File: src/rtl/bus_select_encoder.sv
// bus_select_encoder: priority-encodes one-hot bus enables into a registered mux select with conflict tracking.
// Optional drive statistics counter enabled by BUS_SEL_ENC_STATS_EN.
module bus_select_encoder #(
    parameter int NSRC             = 24,
    parameter int SEL_W            = 5,
    parameter int CNT_W            = 8,
    parameter int HALT_ON_CONFLICT = 1
) (
    input  logic             clock,
    input  logic             clear,
    input  logic [NSRC-1:0]  out_en,
    input  logic             conflict_ack,
    output logic [SEL_W-1:0] S,
    output logic             bus_valid,
    output logic             conflict,
    output logic             conflict_seen,
    output logic [CNT_W-1:0] conflict_cnt,
    output logic             fault
`ifdef BUS_SEL_ENC_STATS_EN
    ,
    output logic [15:0]      drive_cnt
`endif
);
    localparam logic [1:0] IDLE  = 2'b00;
    localparam logic [1:0] DRIVE = 2'b01;
    localparam logic [1:0] FAULT = 2'b10;
    localparam bit HALT = HALT_ON_CONFLICT != 0;

    logic [1:0]       state_q, state_d;
    logic [SEL_W-1:0] s_q, s_d, win;
    logic             valid_q, valid_d;
    logic             conflict_q, seen_q;
    logic [CNT_W-1:0] cnt_q, cnt_d;
    logic             any, multi;

    assign any   = |out_en;
    assign multi = (out_en & (out_en - 1'b1)) != '0;

    always_comb begin
        win = '0;
        for (int i = NSRC - 1; i >= 0; i--)
            if (out_en[i]) win = SEL_W'(i);
    end

    // FAULT ignores enables entirely; the entry cycle itself still latches the winner
    always_comb begin
        state_d = state_q;
        s_d     = s_q;
        valid_d = 1'b0;
        if (state_q == FAULT) begin
            state_d = conflict_ack ? IDLE : FAULT;
        end else if (any) begin
            state_d = (multi && HALT) ? FAULT : DRIVE;
            s_d     = win;
            valid_d = !(multi && HALT);
        end else begin
            state_d = IDLE;
        end
    end

    assign cnt_d = cnt_q + CNT_W'(multi && !(&cnt_q));

    always_ff @(posedge clock) begin
        if (clear) begin
            state_q    <= IDLE;
            s_q        <= '0;
            valid_q    <= 1'b0;
            conflict_q <= 1'b0;
            seen_q     <= 1'b0;
            cnt_q      <= '0;
        end else begin
            state_q    <= state_d;
            s_q        <= s_d;
            valid_q    <= valid_d;
            conflict_q <= multi;
            seen_q     <= seen_q | multi;
            cnt_q      <= cnt_d;
        end
    end

    assign S             = s_q;
    assign bus_valid     = valid_q;
    assign conflict      = conflict_q;
    assign conflict_seen = seen_q;
    assign conflict_cnt  = cnt_q;
    assign fault         = state_q == FAULT;

`ifdef BUS_SEL_ENC_STATS_EN
    logic [15:0] drive_q;
    always_ff @(posedge clock) begin
        if (clear) drive_q <= '0;
        else drive_q <= drive_q + 16'(valid_d);
    end
    assign drive_cnt = drive_q;
`endif
endmodule
File: config.mk
export PLATFORM = sky130hd
export DESIGN_NAME = bus_select_encoder
export DESIGN_NICKNAME = d
export VERILOG_FILES = /design/src/rtl/bus_select_encoder.sv
export SDC_FILE = /design/constraint.sdc
export NUM_CORES = 1
export LEC_CHECK = 0
export BUFFER_PORTS_ARGS = -buffer_cell sky130_fd_sc_hd__buf_2
export CAP_MARGIN = 10
export CORE_AREA = 4 4 56 58
export DETAILED_ROUTE_END_ITERATION = 8
export DIE_AREA = 0 0 60 62
export PLACE_DENSITY = 0.74
export SLEW_MARGIN = 0
export SYNTH_ARGS = -nofsm -noshare
export SYNTH_HDL_FRONTEND = slang
export SYNTH_SLANG_ARGS = --single-unit
File: constraint.sdc
create_clock -name clock -period 2.3 [get_ports clock]
set_input_delay 0 -clock clock [delete_from_list [all_inputs] [get_ports clock]]
set_output_delay 0 -clock clock [all_outputs]
set_load 0.05 [all_outputs]
# Word-level counts from Yosys, hierarchy flattened
# Cells that the tools add are included.
dict set report op_classes {
  shifts 0
  bitwise 4
  eq_ne 1
  order_cmp 0
  div 0
  muxes 28
  reduce_logical 8
  addsub 2
  multipliers 0
}
# operator count
set ops {}
lappend ops {{$mux 5} 24}
lappend ops {{$and 24x24->24} 1}
lappend ops {{$reduce_bool 24->1} 1}
lappend ops {{$reduce_or 24->1} 1}
lappend ops {{$sub 24x1->24 const B} 1}
lappend ops {{$add 8x1->8} 1}
lappend ops {{$mux 2} 4}
lappend ops {{$reduce_and 8->1} 1}
lappend ops {{$reduce_or 3->1} 1}
lappend ops {{$eq 2x2->1 const B} 1}
lappend ops {{$logic_not 1->1} 2}
lappend ops {{$not 1->1} 2}
lappend ops {{$reduce_and 2->1} 1}
lappend ops {{$logic_and 1x1->1} 1}
lappend ops {{$or 1x1->1} 1}
dict set report totals {
  mem_bits_rw 0
  mem_count 0
  latchBits 0
  reg_bits 18
  romBits 0
  out_inout_bits 17
  wordCells 49
  inputBits 27
}

# Longest topological paths before layout
dict set report logic_depth {
  word_depth 24
  mapped_depth 11
}

# Least setup slack after synthesis
# OpenSTA, ideal clock, no wires.
dict set report synth_path {
  kind {input-to-reg}
  startpoint {input port out_en[5]}
  endpoint {register cnt_q[4] (netlist: conflict_cnt[4])}
  n_path_buf 0
  cell_stages 11
  setup_time_ns 0.128
  t_arrival_ns 1.938
  slack_ns 0.235
  cell_sequence {nor4_2 nand4_4 o41ai_2 nand4_1 clkinv_1 a21oi_1 ha_1 ha_1 nand3_1 xor2_1 nor2_1}
}
dict set report synth_via {
  elab_chain_len 5
}
# item line
set synth_lines {}
lappend synth_lines {{start, declared} 11} ;# input logic [NSRC-1:0] out_en,
lappend synth_lines {{$sub 24x1->24} 37} ;# assign multi = (out_en & (out_en - 1'b1)) != '0;
lappend synth_lines {{$and 24x24->24 (*)} 37}
lappend synth_lines {{$reduce_bool 24->1 (*)} 37}
lappend synth_lines {{$logic_and 1x1->1 (*)} 61} ;# assign cnt_d = cnt_q + CNT_W'(multi && !(&cnt_q));
lappend synth_lines {{$add 8x1->8 (*)} 61}
lappend synth_lines {{end signal, assigned} 77} ;# cnt_q <= cnt_d;
lappend synth_lines {{end, declared} 33} ;# logic [CNT_W-1:0] cnt_q, cnt_d;
# Every way passes the cells marked *; elsewhere a longest branch is shown, timed or not.
# A chain may end at the register's enable or synchronous reset.

# Worst setup path in the final report
dict set report layout_path {
  startpoint {input port out_en[8]}
  endpoint {register cnt_q[4] (netlist: conflict_cnt[4])}
}
# The elaborated chain is that of the path after synthesis.

==> summary.log <==
[outcome] result of the run finished, final reports clean
[timing] Final Critical Period 2.014 ns
[job] max-cap violations 0
[final_layout] Filler Cells Inserted 254
[logic_synthesis] library cells used by synthesis 43
[setup_path] crit-path most repeated cell sky130_fd_sc_hd__ha_1
[final_layout] share of post-route cells with drive strength above 1 32.09%
[clock_network] post-cts repair resize count 0
[timing] Worst-Margin Slew 0.3710 ns
[clock_network] TritonCTS buffer count 3
[logic_synthesis] post-synth design cell area 1186 um^2
[worst_hold_path] worst min path class in2reg
[setup_path] Worst path slowest cell sky130_fd_sc_hd__or4_1
[route] DR WL/cell 13.61 um
[setup_path] sum of buffers and inverters on the critical path 3
[clock_network] TritonCTS clock tree built
[global_routing] via count of the first global-routing pass 1338
[floorplan] DIE HEIGHT 62 um
[global_routing] global routing usage summed across all routing layers 18.80%
[route] DR vias/cell 5.671
[timing] final-report setup violation count 0
[timing] Hold Fails Final Rpt 0
[logic_synthesis] area leader, netlist sky130_fd_sc_hd__dfxtp_1
[clock_network] H-tree Lvls 1
[setup_path] maximum fanout along the worst path 7
[timing] sum of negative setup slack 0 ns
[logic_synthesis] mean cell area of the mapped netlist 7.555 um^2
[final_layout] number of antenna repair diodes 0
[final_layout] final non-filler cell total 246
[clock_network] Clk Latency, worst-skew pair 0.28 ns
[setup_path] category of the most critical setup path in2reg
[floorplan] die outline area 3720 um^2
[route] total vias in the final route 1395
[global_routing] pin count of the biggest net entering global routing 19
[setup_path] Worst Path Required 2.47 ns
[global_routing] number of antenna violations at the first check in global routing 0
[route] routed wire length 3349 um
[clock_network] Sinks on Clock Net 17
[clock_network] setup fix buffers added after clock tree synthesis 0
[place] Setup WS pre-CTS -0.03160 ns
[timing] period utilization 87.58%
[place] final HPWL from detailed placement 2805 um
[floorplan] I/O pin cnt 44
[route] Pre-Repair DR Iteration Count 4
[setup_path] type of origin of the critical path input pin
[floorplan] floorplan die width 60 um
[floorplan] area of the core 2663 um^2
[logic_synthesis] post-synth net total 186
[power_and_ir_drop] leakage power figure 0.6760 nW
[setup_path] Worst Setup SP out_en[8]
[clock_network] CTS hold repair buffers 0
[timing] Final Max Slew Viols 0
[logic_synthesis] total of warnings raised by yosys 0
[timing] post-route worst setup slack 0.2857 ns
[setup_path] Crit path largest cell delay 0.54 ns
[final_layout] layout overhead on the synthesized area 31.22%
[route] violation count after the first detailed-route iteration 83
[timing] Worst slew margin 75.27%
[place] quantity of I/O buffers inserted on ports 43
[final_layout] number of nets in the layout 245
[place] global placement routability congestion 0.9580
[logic_synthesis] share of the synthesized area in the top cell type 28.69%
[floorplan] number of cell rows 19
[logic_synthesis] biggest area contributors in the synthesized netlist sky130_fd_sc_hd__dfxtp_1, sky130_fd_sc_hd__nor2_1, sky130_fd_sc_hd__o21ai_0
[place] number of cells after detailed placement 242
[clock_network] cell chosen for the clock root sky130_fd_sc_hd__clkbuf_4
[timing] Max Fclk 496.4 MHz
[timing] unrepaired setup endpoints after global routing false
[global_routing] wire length of the first global-routing pass 5478 um
[setup_path] reg-to-reg critical path startpoint conflict_cnt[3]
[route] DRC violations left 0
[logic_synthesis] Mapped Cells 157
[setup_path] nature of the critical path endpoint register
[setup_path] cell-by-cell listing of the critical path buf_2, buf_4, or4_1, a2bb2oi_1, o21ai_0, nand4_1, clkinv_1, a21oi_1, ha_1, ha_1, nand3_1, xor2_1, nor2_1
[route] ANT nets after route 0
[power_and_ir_drop] VDD IR-drop max 0.3456 mV
[global_routing] Remaining Overflow, GRT 0
[setup_path] worst path arrival time 2.18 ns
[worst_hold_path] hold path startpoint conflict_ack
[power_and_ir_drop] total power per unit cell area 421.3 nW/um^2
[timing] Max Clock Skew 0.003664 ns
[logic_synthesis] flip-flop and latch count after synthesis 17
[logic_synthesis] sequential element share of the synthesized area 28.69%
[floorplan] starting density of the core 44.55%
[clock_network] clock transition time at the flip-flop clock pins of the worst setup and hold paths 0.09 ns
[setup_path] kind of cell with the highest combined delay on the critical path simple AND/OR/NAND/NOR gates
[clock_network] buffer levels on the longest clock path 2
-- layout make-up --
| type | instances | area (um^2) | share of cell area [%] |
|---|---|---|---|
| Clock buffer | 4 | 26.28 | 1.688 |
| Timing Repair Buffer | 56 | 312.8 | 20.10 |
| Multi-Input combinational cell | 130 | 808.3 | 51.93 |
| Tap cell | 31 | 38.79 | 2.492 |
| Inverter | 8 | 30.03 | 1.929 |
| Sequential cell | 17 | 340.3 | 21.86 |
-- layout by cell type, fill, tap and decap left out, drive strengths merged, types with 3 or more instances in the layout --
master  Yosys  layout
buf         0      56
nand4       4       4
xor2        3       3
nand3       7       7
o31ai       3       3
o21ai      15      15
nand2       9       9
clkbuf      2       4
a211oi      4       4
a21oi      14      14
inv         7       7
nor4        5       5
dfxtp      17      17
nor2       26      26
or4         3       3
nor2b       3       3
nand2b      3       3
nor3        7       7
-- cells by family after synthesis --
| kind of cell | count (synthesis) | share of synthesized area, % |
|---|---|---|
| AOI/OAI and AO/OA | 50 | 28.17 |
| xor gates and xnor gates | 4 | 2.954 |
| adders and majority gates | 2 | 2.109 |
| buffers and inverters | 10 | 3.165 |
| DFF | 17 | 28.69 |
| and+or+nand+nor | 74 | 34.92 |
-- Yosys cell counts, drive strengths merged --
library cell  number
inv                7
o41ai              1
nand2b             3
o21bai             1
or2                1
nor2b              3
a21oi             14
clkbuf             2
nand4              4
a2bb2oi            1
nor3               7
o221ai             1
o31ai              3
nor2              26
or2b               1
or3                2
a211oi             4
a211o              1
xnor2              1
o21a               1
xor2               3
a21o               1
and3               2
nor4               5
nand3b             1
clkinv             1
o21ai             15
nand2              9
a41oi              1
or4                3
o32ai              1
a31oi              2
nand3              7
dfxtp             17
a311oi             1
a22oi              2
ha                 2
-- metrics by stage --
step	area, um^2	hold WS (ns)	total power [mW]	util (%)
3_3_place_gp	1530	0.3237	0.5069	57.47
5_1_grt	1556	0.01850	0.6947	58.46
3_5_place_dp	1530	0.3224	0.5113	57.47
4_1_cts	1556	0.01366	0.6618	58.46
2_1_floorplan	1186	0.1906	0.4269	-
6_report	1556	0.01925	0.6558	58.46
-- state kept, by name, summed over array words and instances (netlist names) --
register and count:
conflict_cnt 8, S 5, conflict_seen 1, conflict 1, state_q 2
-- worst paths after layout --
check / slack [ns] / cells after the start / endpoint
setup / recovery: 0.29 / 13 / conflict_cnt[4]
hold / removal: 0.02 / 3 / state_q[1]
setup reg to reg: 0.53 / 9 / conflict_cnt[4]
hold reg to reg: 0.48 / 2 / S[2]
-- tightest hold or removal path, stage by stage --
cell and delay [ns]:
sky130_fd_sc_hd__buf_2 0.07, sky130_fd_sc_hd__nand2b_1 0.11, sky130_fd_sc_hd__a31oi_1 0.08
-- metal layers --
layer	vias up	track usage (%)	share of wire [%]
met5	-	0	0
met4	0	7.595	1.5
met3	6	2.893	7.2
met2	53	33.18	48
met1	630	22.80	43
li1	706	-	-
-- power breakdown --
part	leakage (nW)	switching [mW]	total, mW	internal [mW]
registers	0.139	0.00764	0.313	0.306
clock network	0.0150	0.0838	0.151	0.0672
logic	0.522	0.126	0.192	0.0654
total	0.676	0.217	0.656	0.438
Power figures use the tool's default switching activity.
